File: src/rtl/pipe_stage_reg.sv
// Pipeline stage register with valid/ready handshake, flush-as-bubble and a flush-immune sideband.
// Define PIPE_STAGE_SKID_EN to add a one-entry skid register (registered in_ready_o, full throughput).
module pipe_stage_reg #(
   parameter int unsigned      DATA_W     = 32,
   parameter int unsigned      CTRL_W     = 16,
   parameter int unsigned      SB_W       = 2,
   parameter logic [SB_W-1:0]  SB_RST     = '0,
   parameter bit               CLEAR_DATA = 1'b1
) (
   input  logic              clk_i,
   input  logic              rst_i,
   input  logic              flush_i,
   input  logic              in_valid_i,
   output logic              in_ready_o,
   input  logic [CTRL_W-1:0] in_ctrl_i,
   input  logic [DATA_W-1:0] in_data_i,
   output logic              out_valid_o,
   input  logic              out_ready_i,
   output logic [CTRL_W-1:0] out_ctrl_o,
   output logic [DATA_W-1:0] out_data_o,
   input  logic [SB_W-1:0]   sb_i,
   output logic [SB_W-1:0]   sb_o
);

   logic              out_valid_q, out_valid_d;
   logic [CTRL_W-1:0] out_ctrl_q,  out_ctrl_d;
   logic [DATA_W-1:0] out_data_q,  out_data_d;
   logic [SB_W-1:0]   sb_q,        sb_d;
   logic              in_xfer;
   logic              main_free;

   assign in_xfer   = in_valid_i & in_ready_o;
   assign main_free = ~out_valid_q | out_ready_i;
   assign sb_d      = sb_i;

`ifdef PIPE_STAGE_SKID_EN
   logic              skid_valid_q, skid_valid_d;
   logic [CTRL_W-1:0] skid_ctrl_q,  skid_ctrl_d;
   logic [DATA_W-1:0] skid_data_q,  skid_data_d;
   logic              in_ready_q,   in_ready_d;

   assign in_ready_o = in_ready_q;

   always_comb begin
      out_valid_d  = out_valid_q;
      out_ctrl_d   = out_ctrl_q;
      out_data_d   = out_data_q;
      skid_valid_d = skid_valid_q;
      skid_ctrl_d  = skid_ctrl_q;
      skid_data_d  = skid_data_q;
      if (flush_i) begin
         out_valid_d  = 1'b0;
         out_ctrl_d   = '0;
         out_data_d   = CLEAR_DATA ? '0 : out_data_q;
         skid_valid_d = 1'b0;
         skid_ctrl_d  = '0;
         skid_data_d  = CLEAR_DATA ? '0 : skid_data_q;
      end else if (main_free) begin
         if (skid_valid_q) begin
            // Skid drains first to keep acceptance order; a new beat refills the skid slot.
            out_valid_d = 1'b1;
            out_ctrl_d  = skid_ctrl_q;
            out_data_d  = skid_data_q;
            if (in_xfer) begin
               skid_ctrl_d = in_ctrl_i;
               skid_data_d = in_data_i;
            end else begin
               skid_valid_d = 1'b0;
               skid_ctrl_d  = '0;
            end
         end else if (in_xfer) begin
            out_valid_d = 1'b1;
            out_ctrl_d  = in_ctrl_i;
            out_data_d  = in_data_i;
         end else begin
            out_valid_d = 1'b0;
            out_ctrl_d  = '0;
         end
      end else if (in_xfer) begin
         skid_valid_d = 1'b1;
         skid_ctrl_d  = in_ctrl_i;
         skid_data_d  = in_data_i;
      end
      in_ready_d = ~skid_valid_d;
   end

   always_ff @(posedge clk_i or negedge rst_i) begin
      if (!rst_i) begin
         skid_valid_q <= 1'b0;
         skid_ctrl_q  <= '0;
         skid_data_q  <= '0;
         in_ready_q   <= 1'b1;
      end else begin
         skid_valid_q <= skid_valid_d;
         skid_ctrl_q  <= skid_ctrl_d;
         skid_data_q  <= skid_data_d;
         in_ready_q   <= in_ready_d;
      end
   end
`else
   assign in_ready_o = main_free;

   always_comb begin
      out_valid_d = out_valid_q;
      out_ctrl_d  = out_ctrl_q;
      out_data_d  = out_data_q;
      if (flush_i) begin
         out_valid_d = 1'b0;
         out_ctrl_d  = '0;
         out_data_d  = CLEAR_DATA ? '0 : out_data_q;
      end else if (in_xfer) begin
         out_valid_d = 1'b1;
         out_ctrl_d  = in_ctrl_i;
         out_data_d  = in_data_i;
      end else if (main_free) begin
         out_valid_d = 1'b0;
         out_ctrl_d  = '0;
      end
   end
`endif

   always_ff @(posedge clk_i or negedge rst_i) begin
      if (!rst_i) begin
         out_valid_q <= 1'b0;
         out_ctrl_q  <= '0;
         out_data_q  <= '0;
         sb_q        <= SB_RST;
      end else begin
         out_valid_q <= out_valid_d;
         out_ctrl_q  <= out_ctrl_d;
         out_data_q  <= out_data_d;
         sb_q        <= sb_d;
      end
   end

   assign out_valid_o = out_valid_q;
   assign out_ctrl_o  = out_ctrl_q;
   assign out_data_o  = out_data_q;
   assign sb_o        = sb_q;

endmodule

File: config.mk
export PLATFORM = sky130hd
export DESIGN_NAME = pipe_stage_reg
export DESIGN_NICKNAME = d
export VERILOG_FILES = /design/src/rtl/pipe_stage_reg.sv
export SDC_FILE = /design/constraint.sdc
export NUM_CORES = 1
export LEC_CHECK = 0
export CAP_MARGIN = 20
export CORE_UTILIZATION = 40
export CTS_CLUSTER_SIZE = 14
export DETAILED_ROUTE_END_ITERATION = 7
export GPL_ROUTABILITY_DRIVEN = 0
export PLACE_DENSITY_LB_ADDON = 0.12
export SETUP_SLACK_MARGIN = 0.5
export SLEW_MARGIN = 40
export SYNTH_ARGS = -nofsm -noshare
export SYNTH_HDL_FRONTEND = slang
export SYNTH_SLANG_ARGS = --single-unit
File: constraint.sdc
create_clock -name clk_i -period 1.2 [get_ports clk_i]
set_clock_uncertainty 0.1 [all_clocks]
set_input_delay 0.24 -clock clk_i [delete_from_list [all_inputs] [get_ports clk_i]]
set_output_delay 0.24 -clock clk_i [all_outputs]
set_load 0.005 [all_outputs]
==> flow_metrics.tcl <==
set metrics [dict create \
    htree_levels 2 \
    synth_cells 222 \
    p_clk_share_pct 28.7 \
    p_seq_share_pct 49.3 \
    synth_seq_area_share_pct 58.6 \
    cts_sinks 51 \
    vias 2214 \
    die_x_um 75.8 \
    synth-seq-cells 51 \
    synth_area_um2 2180 \
    setup_slack_ps -252 \
    synth_edf_count 0 \
    slew_violations 0 \
    violations "negative hold slack, negative setup slack" \
    synthTopCellsByArea "dfrtp_1 (59%), nand3_1 (11%), a21oi_1 (10%)" \
    min_path_type "in2async" \
    first_pass_iters 4 \
    busiest_layer "met2" \
    drcViolationCount 0 \
    cp.required_ps 860 \
    grt_overflow 0 \
    place_area_um2 3440 \
    synth_top_cell_area_share_pct 58.6 \
    die_area_um2 5740 \
    dp_cells 394 \
    wirelength_um 6870 \
    grt_pass1_vias 2062 \
    p_leak_nw 1.73 \
    synth_nets 277 \
    io_pins 107 \
    avgSynthCellArea_um2 9.81 \
    wl_per_cell_um 16.1 \
    antenna_found_initial 0 \
    final_cells 426 \
    critPathCaptureType "output port" \
    layout_min_cycle_time_ps 1450 \
    intPower_mw 2.79 \
    yosysWarnings 0 \
    gr-usage-met1_pct 32.7 \
    grtUsageMet2_pct 36.9 \
    hold_violations 51 \
    port_buffers 106 \
    hold_slack_ps -197 \
    crit_type "reg2out" \
    grt_pass1_wl_um 10100 \
    grt_max_degree 52 \
    sw_frac_of_total_pct 25.6 \
    yosysMostFrequentCell "dfrtp_1" \
    peakVddDrop_uv 622 \
    syn2layout_area_growth_pct 71.5 \
    detail-route-antenna-nets 0 \
    report.final.setup_viol 51 \
    drive_gt1_share_pct 44.4 \
    final_area_um2 3730 \
    p_comb_share_pct 22.0 \
    async_reset_ff_share_pct 100 \
    cts_tree "done" \
    yosysTopAreaCell "dfrtp_1" \
    die_h_um 75.8 \
    synth_cell_types 15 \
    power_density_nw_per_um2 1000 \
    cts_buffers 5 \
    vias_per_cell 5.20 \
    r2r_slack_ps -250 \
    max_slew_margin_pct 80.7 \
    initial_utilization_pct 42.1 \
    clk_latency_ps 300 \
    period_share_pct 121 \
    rsz0062_at_grt "yes" \
    clock.fmax_mhz 688 \
    clock_path_buffers 2 \
    clk_pin_slew_ps 90 \
    cts.root.buffer_cell "clkbuf_8" \
    status "complete, but fails checks" \
    maxCapViolCount 0 \
    ys.flop_type "dfrtp_1" \
    rows 26 \
    use_met3_pct 4.63 \
    netlist_top_cells_count "dfrtp_1 (51), nand3_1 (48), a21oi_1 (45)" \
    nets 410 \
    path_max_fanout 3 \
    coreArea_um2 5170 \
    p_switching_uw 960 \
    dp_hpwl_um 3980 \
    worstSetupStartpointType "flip-flop" \
    tightest_slew_ps 290 \
    drt_iter0_drc 150 \
    diodes 0 \
    grt_usage_pct 23.6 \
    crit_arrival_ps 1110 \
]
final cells by class:
cell class                 instances  area (µm²)
clock buffer                       8         100
fill                             427        1440
inverter                           2        7.51
multi-input combinational        146         938
sequential                        51        1280
tap                               70        87.6
timing repair buffer             149        1330
layout by cell type, fill, tap and decap left out, drive strengths merged:
cell type,netlist,routed
a21oi,49,49
inv,2,2
clkdlybuf4s50,0,51
nor2b,1,1
clkbuf,5,10
o21ai,32,32
nand2,16,16
nand3,48,48
buf,18,96
dfrtp,51,51
routing by layer:
layer  vias up  wire (µm)
met5         -          0
met4         0        114
met3         9        389
met2        72       3340
met1      1084       3020
li1       1049          -
critical path, stage by stage, from the launching register on:
cell     delay, ps
dfrtp_1        400
buf_6          120
nor2b_4        120
inv_2           60
buf_2          110
flip-flops by register name, indices dropped and copies added, names as in the netlist:
| name | flops |
|---|---|
| out_data_o | 32 |
| out_ctrl_o | 16 |
| sb_o | 2 |
| out_valid_o | 1 |
metrics by stage:
stage	util [%]	TNS (ps)	power [mW]	hold slack [ps]	worst slack, ps
CTS	69.0	-8930	3.73	-177	-250
global route	72.2	-12500	3.91	-156	-309
detailed placement	66.5	-19640	2.62	153	-498
floorplan	-	0	2.14	-156	45.9
finish	72.2	-9020	3.75	-197	-252
global placement	66.5	-17780	2.62	154	-475
worst paths after layout:
| path | start | end | cells after the start |
|---|---|---|---|
| min in group clk_i | sb_i[1] | sb_o[1]$_DFF_PN0_ | 1 |
| max in group asynchronous | rst_i | out_data_o[28]$_DFFE_PN0P_ | 2 |
| worst max-delay path | out_valid_o$_DFFE_PN0P_ | in_ready_o | 4 |
| worst max register to register | out_valid_o$_DFFE_PN0P_ | out_ctrl_o[4]$_DFFE_PN0P_ | 7 |
| worst min-delay path | rst_i | out_ctrl_o[5]$_DFFE_PN0P_ | 2 |
| worst min register to register | out_ctrl_o[12]$_DFFE_PN0P_ | out_ctrl_o[12]$_DFFE_PN0P_ | 2 |
kinds of logic (layout without fill, tap and decap cells):
kind of cell,count (synthesis),count (layout),synth area share [%]
simple gates,65,65,14.4
flops,51,51,58.6
compound gates,81,81,20.0
buf+inv,25,159,7.01
power groups by stage:
stage               registers (mW)  logic [mW]  clock network, mW
finish                        1.85       0.823               1.07
global route                  1.86       0.894               1.16
CTS                           1.85       0.766               1.11
detailed placement            1.88       0.741                  0
global placement              1.88       0.738                  0
floorplan                     1.89       0.250                  0
timing repair:
action                                  4_1_cts  5_1_grt
endpoints found under the hold margin        51       51
cloned                                        3        2
pin swaps                                    10        0
endpoints found under the setup margin      101      101
buffers inserted                             11        8
gates resized for setup                     258       17
No activity file was read; power rests on OpenSTA's default activity.
